`src/rtl/gain_ramp_amplifier.sv`:
```
// Gain ramp and sample scaler: slews the applied gain toward the FSK/PSK target in
// fixed steps, and multiplies carrier samples by it through a 2-stage pipeline.
module gain_ramp_amplifier #(
    parameter int SAMPLE_W   = 12,
    parameter int GAIN_W     = 9,
    parameter int GAIN_SHIFT = 8,
    parameter int RAMP_STEP  = 8,
    parameter int RAMP_DIV   = 4
) (
    input  logic                clk,
    input  logic                rst,
    input  logic [GAIN_W-1:0]   scaled_gain_fsk,
    input  logic [GAIN_W-1:0]   scaled_gain_psk,
    input  logic                mod_sel,
    input  logic [SAMPLE_W-1:0] sample_in,
    input  logic                sample_valid,
    output logic [SAMPLE_W-1:0] sample_out,
    output logic                out_valid,
    output logic [GAIN_W-1:0]   gain_cur,
    output logic                ramp_busy
);

    localparam int PROD_W = SAMPLE_W + GAIN_W;
    localparam int CNT_W  = (RAMP_DIV > 1) ? $clog2(RAMP_DIV) : 1;
    localparam logic [CNT_W-1:0]          TICK_LAST = CNT_W'(RAMP_DIV - 1);
    localparam logic [GAIN_W-1:0]         STEP      = GAIN_W'(RAMP_STEP);
    localparam logic signed [PROD_W-1:0]  SAT_HI    = PROD_W'((2 ** (SAMPLE_W - 1)) - 1);
    localparam logic signed [PROD_W-1:0]  SAT_LO    = ~SAT_HI;

    typedef enum logic {IDLE, RAMP} state_t;

    state_t               state_q;
    logic [CNT_W-1:0]     tick_cnt_q;
    logic [GAIN_W-1:0]    gain_cur_q;
    logic                 ramp_busy_q;
    logic [GAIN_W-1:0]    target_q;
    logic [GAIN_W-1:0]    target_d;
    logic [GAIN_W-1:0]    gain_diff;
    logic [GAIN_W-1:0]    gain_next_d;

    logic signed [SAMPLE_W-1:0] sample_in_s;
    logic signed [PROD_W-1:0]   prod_p1_d;
    logic signed [PROD_W-1:0]   prod_p1_q;
    logic                       vld_p1_q;
    logic signed [PROD_W-1:0]   shifted_p2;
    logic signed [SAMPLE_W-1:0] sample_p2_d;
    logic signed [SAMPLE_W-1:0] sample_p2_q;
    logic                       vld_p2_q;

    function automatic logic signed [SAMPLE_W-1:0] saturate(input logic signed [PROD_W-1:0] v);
        if (v > SAT_HI)
            return SAT_HI[SAMPLE_W-1:0];
        else if (v < SAT_LO)
            return SAT_LO[SAMPLE_W-1:0];
        else
            return v[SAMPLE_W-1:0];
    endfunction

    // Step is clamped to the remaining distance, so the gain can neither overshoot nor wrap.
    always_comb begin
        target_d    = mod_sel ? scaled_gain_psk : scaled_gain_fsk;
        gain_diff   = '0;
        gain_next_d = gain_cur_q;
        if (target_q > gain_cur_q) begin
            gain_diff   = target_q - gain_cur_q;
            gain_next_d = gain_cur_q + ((gain_diff > STEP) ? STEP : gain_diff);
        end else begin
            gain_diff   = gain_cur_q - target_q;
            gain_next_d = gain_cur_q - ((gain_diff > STEP) ? STEP : gain_diff);
        end
    end

    always_ff @(posedge clk) begin
        if (rst) begin
            state_q     <= IDLE;
            tick_cnt_q  <= '0;
            gain_cur_q  <= '0;
            ramp_busy_q <= 1'b0;
            target_q    <= '0;
        end else begin
            target_q <= target_d;
            case (state_q)
                IDLE: begin
                    tick_cnt_q  <= '0;
                    ramp_busy_q <= 1'b0;
                    if (target_q != gain_cur_q) begin
                        state_q     <= RAMP;
                        ramp_busy_q <= 1'b1;
                    end
                end
                RAMP: begin
                    if (target_q == gain_cur_q) begin
                        state_q     <= IDLE;
                        tick_cnt_q  <= '0;
                        ramp_busy_q <= 1'b0;
                    end else if (tick_cnt_q == TICK_LAST) begin
                        tick_cnt_q <= '0;
                        gain_cur_q <= gain_next_d;
                        // Drop busy on the same edge the gain lands on its target.
                        if (gain_next_d == target_q) begin
                            state_q     <= IDLE;
                            ramp_busy_q <= 1'b0;
                        end
                    end else begin
                        tick_cnt_q <= tick_cnt_q + CNT_W'(1);
                    end
                end
                default: begin
                    state_q     <= IDLE;
                    tick_cnt_q  <= '0;
                    ramp_busy_q <= 1'b0;
                end
            endcase
        end
    end

    // Stage p1: signed sample times zero-extended gain.
    always_comb begin
        sample_in_s = sample_in;
        prod_p1_d   = sample_in_s * $signed({1'b0, gain_cur_q});
    end

    // Stage p2: floor shift back to sample scale, then clamp.
    always_comb begin
        shifted_p2  = prod_p1_q >>> GAIN_SHIFT;
        sample_p2_d = saturate(shifted_p2);
    end

    always_ff @(posedge clk) begin
        if (rst) begin
            prod_p1_q   <= '0;
            vld_p1_q    <= 1'b0;
            sample_p2_q <= '0;
            vld_p2_q    <= 1'b0;
        end else begin
            prod_p1_q   <= prod_p1_d;
            vld_p1_q    <= sample_valid;
            sample_p2_q <= sample_p2_d;
            vld_p2_q    <= vld_p1_q;
        end
    end

    assign sample_out = sample_p2_q;
    assign out_valid  = vld_p2_q;
    assign gain_cur   = gain_cur_q;
    assign ramp_busy  = ramp_busy_q;

endmodule

```
`config.mk`:
```
export PLATFORM = sky130hd
export DESIGN_NAME = gain_ramp_amplifier
export DESIGN_NICKNAME = d
export VERILOG_FILES = /design/src/rtl/gain_ramp_amplifier.sv
export SDC_FILE = /design/constraint.sdc
export NUM_CORES = 1
export LEC_CHECK = 0
export BUFFER_PORTS_ARGS = -buffer_cell sky130_fd_sc_hd__clkbuf_2
export CAP_MARGIN = 20
export CORE_UTILIZATION = 37
export CTS_BUF_LIST = sky130_fd_sc_hd__clkbuf_4
export CTS_CLUSTER_SIZE = 20
export DETAILED_ROUTE_END_ITERATION = 8
export GPL_ROUTABILITY_DRIVEN = 0
export RECOVER_POWER = 25
export SLEW_MARGIN = 10
export SYNTH_ARGS = -nofsm -noshare
export SYNTH_HDL_FRONTEND = slang
export SYNTH_SLANG_ARGS = --single-unit
```
`constraint.sdc`:
```
create_clock -name clk -period 5 [get_ports clk]
set_input_delay 0.75 -clock clk [delete_from_list [all_inputs] [get_ports clk]]
set_output_delay 0.75 -clock clk [all_outputs]
set_load 0.005 [all_outputs]
```
==> Yosys cells after proc, flatten, opt, wreduce, memory -nomap -nowiden <==
Index checks and enable logic that the tools add are counted.
{ "word_totals": {"regBits": 57, "latchBits": 0, "ram_bits": 0, "rom_bits": 0, "inputBits": 34, "output_inout_bits": 23, "word_cells": 50, "mem_count": 0} }
{ "op_classes": {"n_addsub": 5, "multipliers": 1, "n_div": 0, "n_lt_le_gt_ge": 5, "eq_ne": 6, "shift": 0, "n_mux": 18, "bitwise_logic": 2, "n_reduce_logical": 3} }
{ "ops": {"columns": ["op", "count"], "rows": [
  ["9-bit 2-to-1 mux", 4],
  ["9-bit subtractor", 3],
  ["12-bit by 10-bit multiplier with 21-bit output", 1],
  ["9-bit == test", 2],
  ["9-bit by 4-bit greater-than comparator with 1-bit output (second input constant)", 2],
  ["13-bit by 12-bit greater-than comparator with 1-bit output (second input constant)", 1],
  ["13-bit by 12-bit less-than comparator with 1-bit output (second input constant)", 1],
  ["12-bit 2-to-1 mux", 1],
  ["11-bit 2-to-1 mux", 1],
  ["9-bit adder", 1],
  ["9-bit greater-than comparator", 1],
  ["9-bit != test", 1],
  ["1-bit 2-to-1 mux", 7],
  ["3-bit by 1-bit != test with 1-bit output (second input constant)", 2],
  ["2-bit 2-to-1 mux", 2],
  ["1-bit case mux with 2 select lines", 2],
  ["2-bit case mux with 2 select lines", 1],
  ["3-bit AND reduction", 1],
  ["2-bit by 1-bit adder with 2-bit output (second input constant)", 1],
  ["2-bit == test (second input constant)", 1],
  ["1-bit inverter", 2],
  ["2-bit AND reduction", 1],
  ["2-bit OR reduction", 1]
]} }

==> Longest topological paths before layout <==
Gate-level depths: netlist of the first run.
{ "depth": {"word_depth": 10, "depth_mapped": 25, "depth_no_buf": 24} }

==> Worst setup path before layout of the first run <==
OpenSTA, ideal clock, no wires.
{ "synth_timing": {"path_kind": "input to register", "from": "input sample_in[5]", "to": "register prod_p1_q[19]", "setup_time_ns": 0.128, "arrival_time_ns": 5.363, "required_time_ns": 4.872, "setup_slack_ns": -0.490, "stages": 18, "n_path_buf": 1, "cell_sequence": "clkbuf_1 > nand2_1 > fa_1 > fa_1 > fa_1 > fa_1 > inv_1 > fa_1 > ha_1 > a21o_1 > a21oi_1 > o21ai_0 > o211ai_1 > a21oi_1 > o41a_1 > a31oi_1 > xor2_1 > nor2_1"} }
{ "synth_via": {"elab_chain_cells": 1} }
{ "synth_rtl": {"columns": ["element", "line_no", "rtl"], "rows": [
  ["start, declared", "15", "input logic [SAMPLE_W-1:0] sample_in,"],
  ["12-bit by 10-bit multiplier with 21-bit output", "120", "prod_p1_d = sample_in_s * $signed({1'b0, gain_cur_q});"],
  ["end signal, assigned", "136", "prod_p1_q <= prod_p1_d;"],
  ["end, declared", "43", "logic signed [PROD_W-1:0] prod_p1_q;"]
]} }
No other way between the ends.
A chain may end at the register's enable or synchronous reset.

==> Final worst setup path of the first run <==
{ "layout_timing": {"from": "input sample_in[3]", "to": "register prod_p1_q[19]"} }
The elaborated chain is that of the path after synthesis.

==> run summary, run 1 <==
status: complete, but fails checks
violated checks: setup timing
Critical Path Sink Type: register
Clock Skew: 0.0183 ns
starting density of the core: 37.8%
leading cell types by count after synthesis: 133 x sky130_fd_sc_hd__inv_1, 93 x sky130_fd_sc_hd__fa_1, 74 x sky130_fd_sc_hd__nor2_1
net switching power of the design: 0.000320 W
kind of launch point of the worst setup path: input port
Clock transition at path regs: 0.15 ns
area of the die: 18900 µm²
required time worst endpoint: 5.27 ns
total clock sinks: 49
simple-gate portion of the synthesized area: 17.9%
Setup-failing EPs final: 1
share of total power consumed by net switching: 32.1%
initial DRC count: 292
share of total power in sequential cells: 41.0%
worst relative slew slack: 30.1%
detailed-placement wirelength estimate: 13200 µm
number of cell rows: 49
post-synthesis register bit count: 49
combinational family with the most area after synthesis: adder cells
CP most frequent cell: sky130_fd_sc_hd__fa_1
largest cells by area after synthesis: sky130_fd_sc_hd__fa_1 27%, sky130_fd_sc_hd__dfxtp_1 14%, sky130_fd_sc_hd__ha_1 13%, sky130_fd_sc_hd__inv_1 7.3%, sky130_fd_sc_hd__and2_1 6.2%
most frequent cell after synthesis: sky130_fd_sc_hd__inv_1
vias per std cell: 4.72
Arrival @ worst endpoint: 5.30 ns
Hold Fails Final Rpt: 0
pin slew with the least headroom to its limit: 1.05 ns
beginning of the worst register-to-register path: gain_cur[3]
router iterations before antenna repair: 7
Max stage delay on crit path: 0.60 ns
pin count of the biggest net entering global routing: 48
area share of the largest cell type after synthesis: 27.4%
Area after DPL: 8200 µm²
# IOs: 57
Worst setup startpoint: sample_in[3]
summed instance area of the synthesized netlist: 6790 µm²
number of placed instances with taps included: 1147
synth-to-layout area growth: 28.3%
highest fanout seen on the critical path: 8
multiplexer area fraction after synthesis: 2.21%
Cell Chain, Critical Path: clkbuf_4 -> nand2_1 -> fa_1 -> fa_1 -> inv_1 -> fa_1 -> fa_1 -> fa_1 -> ha_4 -> nand3_1 -> nor3_2 -> o211ai_1 -> a21oi_2 -> o41a_1 -> a31oi_1 -> xor2_1 -> nor2_1
CTS hold repair buffers: 0
Final Net Count: 1140
Clock H-tree levels: 2
slowest stage cell, crit path: sky130_fd_sc_hd__fa_1
TNS Setup: -0.0322 ns
number of fillers in the final layout: 1727
Post-Syn Area per Cell: 8.74 µm²
VDD IR max: 0.0960 mV
power share of the clock group: 24.8%
overall routing resource usage: 17.5%
wire length of the first global-routing pass: 25500 µm
die outline width: 137 µm
sum of routed wire length over all layers: 16000 µm
CTS tree: done
internal power summed over all cells: 0.000678 W
global-route congestion overflow total: 0
clock root cell: sky130_fd_sc_hd__clkbuf_4
power density normalized to cell area: 115 nW/µm²
fraction of registers with async set or reset after synthesis: 0%
count of mapped cells out of synthesis: 777
die span in y: 137 µm
Layout Cells excl Fill: 1173
Leak: 4.41 nW
Seq/Total Area, Yosys: 14.4%
critical path type: in -> reg
DRC viols: 0
port bufs: 56
initial antenna violation count: 1
Antenna Nets Post-Route: 0
number of enable-type register cells in the synthesized netlist: 0
total of warnings raised by yosys: 0
setup slack after layout: -0.0322 ns
share of the synthesized area in compound gates (AO/OA/AOI/OAI): 9.95%
synthesized net count: 975
area of all placed cells without fillers: 8710 µm²
post-route minimum period: 5.03 ns
synthesized-area fraction occupied by adder cells: 40.5%
area inside the core boundary: 18000 µm²
min-delay worst type: reg -> reg
number of global-route vias before repair: 5341
Inserted Clock Buffers: 5
start point of the worst min-delay path: tick_cnt_q[0]
xor/xnor cell area share of the yosys netlist: 6.00%
unique cell type count in the Yosys netlist: 58
Comb pwr share: 34.2%
clock tree buffer depth: 2
max-cap violations: 0
Achievable Freq: 199 MHz
ys flop type: sky130_fd_sc_hd__dfxtp_1
clock latency on the worst-skew pair: 0.41 ns
share of the clock period used by the worst path: 101%
Max Slew Vio Count: 0
unrepaired setup endpoints after global routing: true
per-cell routed wire length: 13.7 µm
largest area contributor in the synthesized netlist: sky130_fd_sc_hd__fa_1
proportion of layout cells with a drive suffix above 1: 28.6%
total number of vias: 5538
## flip-flops by register name, indices dropped and copies added (netlist names), 2 cells and up
register,count
gain_cur,9
sample_out,12
tick_cnt_q,2
target_q,9
prod_p1_q,13
## path summary, 6_finish.rpt
kind	slack [ns]	endpoint	depth (start not counted)
hold / removal	0.44	tick_cnt_q[0]	1
setup / recovery	-0.03	prod_p1_q[19]	17
setup reg to reg	0.01	prod_p1_q[19]	18
hold reg to reg	0.44	tick_cnt_q[0]	1
## cells by family (layout without fill, tap and decap cells)
group | count (synthesis) | count (layout)
other cells | 0 | 1
buf+inv | 161 | 327
xor+xnor | 45 | 45
mux | 15 | 15
simple gates | 241 | 241
flops | 49 | 49
compound gates | 102 | 102
fa+ha+maj | 164 | 164
## per-stage QoR
step / setup slack [ns] / util, % / hold WS [ns] / power (W)
global placement: -0.535 / 45.6 / 0.420 / 0.000735
floorplan: -0.150 / - / 0.405 / 0.000606
detailed placement: -0.654 / 45.6 / 0.422 / 0.000738
global route: -0.160 / 48.5 / 0.461 / 0.00106
finish: -0.0322 / 48.5 / 0.439 / 0.000998
CTS: -0.0606 / 46.7 / 0.442 / 0.000997
## cell usage in the layout (no fill, tap or decap), drive strengths merged, types with 3 or more instances in the layout
cell	synthesis	layout
xor2	14	14
clkbuf	22	60
a2111oi	3	3
fa	93	93
nand3	5	5
and2	67	67
nor4	3	3
o21ai	14	14
a21oi	43	43
a21o	9	9
nand4	5	5
nand2	48	48
or2	3	3
dfxtp	49	49
nand2b	3	3
nor2b	10	10
o21a	7	7
or3	3	3
xnor2	30	30
ha	71	71
nor3	8	8
mux2i	15	15
inv	133	133
and3	4	4
nor2	74	74
buf	6	131
a211oi	4	4
## per-layer routing
metal  global-route usage, %  wire, µm  up-vias
met3                    1.95       637       16
met2                    29.1      7790      104
met5                       0         0        -
met1                    23.7      7300     2642
li1                        -         -     2776
met4                    5.31       308        0
## layout make-up
type | instances | area, µm² | area share [%]
sequential | 49 | 1000 | 11.5
timing repair buffer | 186 | 1360 | 15.6
antenna | 1 | 2.50 | 0.0287
inverter | 133 | 499 | 5.73
tap | 229 | 287 | 3.29
clock buffer | 5 | 37.5 | 0.431
multi-input combinational | 567 | 5480 | 62.9
clock inverter | 3 | 41.3 | 0.474
## critical path: cells and delay by family
| family | cells | cell delay (ns) |
|---|---|---|
| adders and majority gates | 6 | 2.84 |
| AOI/OAI and AO/OA | 4 | 0.98 |
| and+or+nand+nor | 4 | 0.34 |
| buffers and inverters | 2 | 0.22 |
| xor gates and xnor gates | 1 | 0.17 |
## timing repair
item | 4_1_cts | 5_1_grt
pin swaps | 14 | 35
buffers inserted | 3 | 14
gates resized for setup | 29 | 58
endpoints found under the setup margin | 9 | 11
## power by group through the flow
stage	clock network [W]	registers [W]	logic (W)
detailed placement	0	0.000421	0.000317
global placement	0	0.000421	0.000314
global route	0.000271	0.000411	0.000377
finish	0.000247	0.000409	0.000342
floorplan	0	0.000417	0.000189
CTS	0.000260	0.000411	0.000326
No activity file was read; power rests on OpenSTA's default activity.
==> run 2, diff against run 1 <==
--- a/config.mk
+++ b/config.mk
@@ -12,6 +12,7 @@
 export CTS_CLUSTER_SIZE = 20
 export DETAILED_ROUTE_END_ITERATION = 8
 export GPL_ROUTABILITY_DRIVEN = 0
+export MAX_ROUTING_LAYER = met4
 export RECOVER_POWER = 25
 export SLEW_MARGIN = 10
 export SYNTH_ARGS = -nofsm -noshare
==> run summary, run 2 (synthesis gave the netlist of run 1 again) <==
per-cell routed wire length: 13.7 µm (+0.31%)
Area after DPL: 8200 µm² (unchanged)
Antenna Nets Post-Route: 0 (unchanged)
number of fillers in the final layout: 1727 (unchanged)
share of total power consumed by net switching: 32.2% (+0.13 points)
Hold Path Cell Cnt: 1 (unchanged)
violated checks: setup timing
Setup-failing EPs final: 1 (unchanged)
area of the die: 18900 µm² (unchanged)
sum of routed wire length over all layers: 16100 µm (+0.31%)
Achievable Freq: 199 MHz (+0.21%)
power density normalized to cell area: 115 nW/µm² (+0.19%)
most frequent cells in the layout: 124 x sky130_fd_sc_hd__inv_1, 119 x sky130_fd_sc_hd__buf_4, 85 x sky130_fd_sc_hd__fa_1
DRC viols: 0 (unchanged)
total power: 0.00100 W (+0.19%)
share of total power in sequential cells: 40.9% (about the same)
synth-to-layout area growth: 28.3% (unchanged)
Clock transition at path regs: 0.15 ns (about the same)
clock root cell: sky130_fd_sc_hd__clkbuf_4
critical path type: in -> reg
die outline width: 137 µm (unchanged)
initial DRC count: 293 (+0.34%)
initial antenna violation count: 1 (unchanged)
Most flops, register: prod_p1_q
highest fanout seen on the critical path: 6 (-2)
overall routing resource usage: 18.0% (+0.51 points)
starting density of the core: 37.8% (unchanged)
clock tree buffer depth: 2 (unchanged)
worst slack at placement: -0.654 ns (unchanged)
area of all placed cells without fillers: 8710 µm² (unchanged)
max-cap violations: 0 (unchanged)
Clock Skew: 0.0203 ns (+0.00194 ns)
Inserted Clock Buffers: 5 (unchanged)
VDD IR max: 0.0960 mV (about the same)
Clock H-tree levels: 2 (unchanged)
Max Slew Vio Count: 0 (unchanged)
share of the clock period used by the worst path: 100% (-0.21 points)
unrepaired setup endpoints after global routing: true
CTS tree: done
post-route minimum period: 5.02 ns (-0.0107 ns)
Critical Path Sink Type: register
Final Net Count: 1140 (unchanged)
port bufs: 56 (unchanged)
Worst Reg2Reg Path Length in Cells: 18 (unchanged)
number of global-route vias before repair: 5339 (-0.037%)
Leak: 4.41 nW (unchanged)
number of flip-flops under the largest register name: 13 (unchanged)
clock latency on the worst-skew pair: 0.41 ns (about the same)
number of cell rows: 49 (unchanged)
Arrival @ worst endpoint: 5.29 ns (about the same)
TNS Setup: -0.0215 ns (+0.0107 ns)
setup slack after layout: -0.0215 ns (+0.0107 ns)
Final Util: 48.5% (unchanged)
kind of launch point of the worst setup path: input port
min-delay worst type: reg -> reg
die span in y: 137 µm (unchanged)
commonest non-fill, non-tap cell in the layout: sky130_fd_sc_hd__inv_1
total number of vias: 5560 (+0.40%)
router iterations before antenna repair: 7 (unchanged)
Comb pwr share: 34.2% (about the same)
status: complete, but fails checks
net switching power of the design: 0.000322 W (+0.60%)
internal power summed over all cells: 0.000678 W (about the same)
pin count of the biggest net entering global routing: 48 (unchanged)
worst relative slew slack: 28.7% (-1.4 points)
vias per std cell: 4.74 (+0.40%)
required time worst endpoint: 5.27 ns (about the same)
detailed-placement wirelength estimate: 13200 µm (unchanged)
pin slew with the least headroom to its limit: 1.07 ns (+0.0212 ns)
wire length of the first global-routing pass: 25500 µm (about the same)
global-route congestion overflow total: 0 (unchanged)
power share of the clock group: 24.8% (about the same)
# IOs: 57 (unchanged)
Hold Fails Final Rpt: 0 (unchanged)
proportion of layout cells with a drive suffix above 1: 28.6% (unchanged)
area inside the core boundary: 18000 µm² (unchanged)
CTS hold repair buffers: 0 (unchanged)
total clock sinks: 49 (unchanged)
run 2: per-layer routing:
layer  vias up  part of all wire [%]  wire (µm)  track usage (%)
met5         -                     0          0                -
li1       2776                     -          -                -
met2        92                    48       7740             29.1
met1      2676                    47       7590             23.8
met3        16                   2.7        438             1.88
met4         0                   1.9        307             5.31
run 2: final timing paths:
kind,start,endpoint,slack [ns]
setup / recovery,sample_in[5],prod_p1_q[19],-0.02
hold / removal,tick_cnt_q[0],tick_cnt_q[0],0.44
setup reg to reg,gain_cur[1],prod_p1_q[19],0.01
hold reg to reg,tick_cnt_q[0],tick_cnt_q[0],0.44
run 2: layout make-up:
cell class | count | area [µm²] | share of cell area [%]
Antenna cell | 1 | 2.50 | 0.0287
Clock buffer | 5 | 37.5 | 0.431
Clock inverter | 3 | 41.3 | 0.474
Inverter | 133 | 499 | 5.73
Multi-Input combinational cell | 567 | 5480 | 62.9
Sequential cell | 49 | 1000 | 11.5
Tap cell | 229 | 287 | 3.29
Timing Repair Buffer | 186 | 1360 | 15.6
run 2: what timing repair did:
action	in CTS	in global routing
resized for setup	29	58
buffers inserted	3	14
setup endpoints to repair	9	11
gates cloned	0	0
pin swaps	14	35
run 2: critical path, stage by stage:
cell	delay, ns
sky130_fd_sc_hd__buf_12	0.11
sky130_fd_sc_hd__buf_6	0.11
sky130_fd_sc_hd__and2_4	0.15
sky130_fd_sc_hd__fa_1	0.48
sky130_fd_sc_hd__fa_1	0.50
sky130_fd_sc_hd__inv_2	0.04
sky130_fd_sc_hd__fa_1	0.54
sky130_fd_sc_hd__inv_2	0.04
sky130_fd_sc_hd__fa_1	0.47
sky130_fd_sc_hd__fa_1	0.57
sky130_fd_sc_hd__ha_4	0.23
sky130_fd_sc_hd__a2111oi_4	0.37
sky130_fd_sc_hd__a21oi_2	0.11
sky130_fd_sc_hd__o41a_1	0.38
sky130_fd_sc_hd__a31oi_1	0.20
sky130_fd_sc_hd__xor2_1	0.17
sky130_fd_sc_hd__nor2_1	0.05
run 2: stage by stage:
| step | std cells | hold slack (ns) |
|---|---|---|
| final | 1173 | 0.439 |
| after global routing | 1173 | 0.461 |
| after CTS | 1158 | 0.442 |
| after detailed placement | 1147 | 0.422 |
| after global placement | 1147 | 0.420 |
| after floorplan | 777 | 0.405 |
run 2: power by group through the flow:
stage / Combinational (W) / Sequential (W) / Clock, W
3_3_place_gp: 0.000314 / 0.000421 / 0
2_1_floorplan: 0.000189 / 0.000417 / 0
6_report: 0.000342 / 0.000410 / 0.000249
5_1_grt: 0.000377 / 0.000411 / 0.000272
3_5_place_dp: 0.000317 / 0.000421 / 0
4_1_cts: 0.000326 / 0.000411 / 0.000260
==> run 3, diff against run 2 <==
==> constraint.sdc (replaced) <==
create_clock -name clk -period 4.4 [get_ports clk]
set_input_delay 0.66 -clock clk [delete_from_list [all_inputs] [get_ports clk]]
set_output_delay 0.66 -clock clk [all_outputs]
set_load 0.005 [all_outputs]
==> run summary, run 3 (synthesis gave the netlist of run 1 again) <==
required time worst endpoint: 4.68 ns (-0.59 ns)
Antenna Nets Post-Route: 0 (unchanged)
port bufs: 56 (unchanged)
starting density of the core: 37.8% (unchanged)
capture endpoint of the worst hold path: vld_p1_q
Max Slew Vio Count: 0 (unchanged)
pin slew with the least headroom to its limit: 0.686 ns (-0.383 ns)
die outline width: 137 µm (unchanged)
kind of launch point of the worst setup path: input port
number of placed instances with taps included: 1183 (+3.1%)
detailed-placement wirelength estimate: 13700 µm (+4.1%)
status: complete, but fails checks
min-delay worst type: in -> reg
highest fanout seen on the critical path: 7 (+1)
Worst Reg2Reg Path Length in Cells: 17 (-1)
Arrival @ worst endpoint: 5.28 ns (about the same)
VDD IR max: 0.118 mV (+23%)
worst flop-to-flop path endpoint: prod_p1_q[19]
clock latency on the worst-skew pair: 0.41 ns (about the same)
start point of the worst min-delay path: sample_valid
DRC viols: 0 (unchanged)
initial antenna violation count: 1 (unchanged)
area of all placed cells without fillers: 9110 µm² (+4.5%)
Final Util: 50.7% (+2.2 points)
unrepaired setup endpoints after global routing: true
most frequent cells in the layout: 156 x sky130_fd_sc_hd__buf_4, 125 x sky130_fd_sc_hd__inv_1, 86 x sky130_fd_sc_hd__fa_1
# IOs: 57 (unchanged)
sum of routed wire length over all layers: 16700 µm (+4.1%)
initial DRC count: 243 (-17%)
TNS Setup: -4.85 ns (-4.82 ns)
Clock H-tree levels: 2 (unchanged)
Final Net Count: 1173 (+2.9%)
pin count of the biggest net entering global routing: 48 (unchanged)
Clock Skew: 0.0266 ns (+0.00632 ns)
proportion of layout cells with a drive suffix above 1: 32.8% (+4.2 points)
overall routing resource usage: 19.0% (+0.98 points)
per-cell routed wire length: 13.9 µm (+1.3%)
Leak: 4.60 nW (+4.3%)
Hold Path Cell Cnt: 2 (+1)
vias per std cell: 4.70 (-0.93%)
CP most frequent cell: sky130_fd_sc_hd__fa_1
total clock sinks: 49 (unchanged)
post-route minimum period: 5.01 ns
Clock transition at path regs: 0.17 ns (+0.02 ns)
beginning of the worst register-to-register path: gain_cur[1]
global-route congestion overflow total: 0 (unchanged)
slowest stage cell, crit path: sky130_fd_sc_hd__fa_1
number of global-route vias before repair: 5423 (+1.6%)
clock root cell: sky130_fd_sc_hd__clkbuf_4
total number of vias: 5663 (+1.9%)
area of the die: 18900 µm² (unchanged)
power density normalized to cell area: 130 nW/µm² (+13%)
CTS hold repair buffers: 0 (unchanged)
hold slack final: 0.460 ns (+0.0212 ns)
violated checks: setup timing
max-cap violations: 0 (unchanged)
Layout Cells excl Fill: 1206 (+2.8%)
Inserted Clock Buffers: 5 (unchanged)
area inside the core boundary: 18000 µm² (unchanged)
number of cell rows: 49 (unchanged)
synth-to-layout area growth: 34.1%
Cell Chain, Critical Path: clkbuf_2 -> nand2_4 -> fa_1 -> fa_1 -> fa_1 -> fa_1 -> inv_2 -> fa_1 -> ha_4 -> a21o_1 -> a21oi_2 -> o21ai_2 -> o211ai_1 -> a21oi_2 -> o41a_1 -> a31oi_1 -> xor2_1 -> nor2_1
clock tree buffer depth: 2 (unchanged)
Setup-failing EPs final: 14 (+13)
share of the clock period used by the worst path: 114%
worst relative slew slack: 54.2% (+26 points)
CTS tree: done
setup slack after layout: -0.609 ns (-0.587 ns)
wire length of the first global-routing pass: 26900 µm (+5.4%)
Achievable Freq: 200 MHz
Most flops, register: prod_p1_q
Area after DPL: 8580 µm² (+4.7%)
number of fillers in the final layout: 1694 (-1.9%)
number of flip-flops under the largest register name: 13 (unchanged)
Critical Path Sink Type: register
die span in y: 137 µm (unchanged)
router iterations before antenna repair: 6 (-1)
critical path type: in -> reg
Register-to-Register Setup Slack: -0.59 ns (-0.60 ns)
Hold Fails Final Rpt: 0 (unchanged)
commonest non-fill, non-tap cell in the layout: sky130_fd_sc_hd__buf_4
Max stage delay on crit path: 0.55 ns (-0.02 ns)
## run 3: cell count changes in the layout (fill, tap and decap cells not counted), sizes merged
cell / previous run / this run
clkbuf: 60 / 61
buf: 131 / 163
## run 3: critical path: cells and delay by family
| family | cells | cell delay, ns |
|---|---|---|
| fa+ha+maj | 6 | 2.67 |
| compound gates | 7 | 1.41 |
| buf+inv | 2 | 0.26 |
| simple gates | 2 | 0.13 |
| xor+xnor | 1 | 0.16 |
## run 3: final cells by class
class	instances	area, µm²	area share [%]
Multi-Input combinational cell	567	5660	62.1
Timing Repair Buffer	219	1570	17.3
Sequential cell	49	1000	11.0
Inverter	133	502	5.51
Tap cell	229	287	3.15
Clock inverter	3	41.3	0.453
Clock buffer	5	37.5	0.412
Antenna cell	1	2.50	0.0275
## run 3: stage by stage
| stage | worst slack, ns | total power [W] |
|---|---|---|
| floorplan | -0.654 | 0.000702 |
| global placement | -1.03 | 0.000873 |
| detailed placement | -1.12 | 0.000877 |
| CTS | -0.543 | 0.00118 |
| global route | -0.790 | 0.00126 |
| finish | -0.609 | 0.00118 |
## run 3: worst max path at each step
stage | startpoint | endpoint | depth (start not counted)
4_1_cts | gain_cur[1] | prod_p1_q[19] | 17
3_3_place_gp | sample_in[4] | prod_p1_q[18] | 20
3_5_place_dp | sample_in[4] | prod_p1_q[20] | 19
2_1_floorplan | sample_in[11] | prod_p1_q[19] | 17
6_report | sample_in[7] | prod_p1_q[19] | 18
5_1_grt | gain_cur[3] | prod_p1_q[19] | 18
## run 3: timing repair
action                     4_1_cts  5_1_grt
gates resized for setup         43       34
setup endpoints to repair       19       20
setup buffers                    2       12
pin swaps                       28       25
## run 3: report_power, final
group | switching, W | total [W] | internal (W)
Combinational | 0.000208 | 0.000439 | 0.000232
Clock | 0.000165 | 0.000282 | 0.000118
Sequential | 0.0000100 | 0.000463 | 0.000453
## run 3: per-layer routing
layer | global-route usage [%] | wire length, µm | up-vias
met5 | - | 0 | -
met4 | 4.33 | 197 | 0
met3 | 1.95 | 516 | 15
met2 | 30.1 | 7860 | 92
met1 | 26.0 | 8170 | 2709
li1 | - | - | 2847
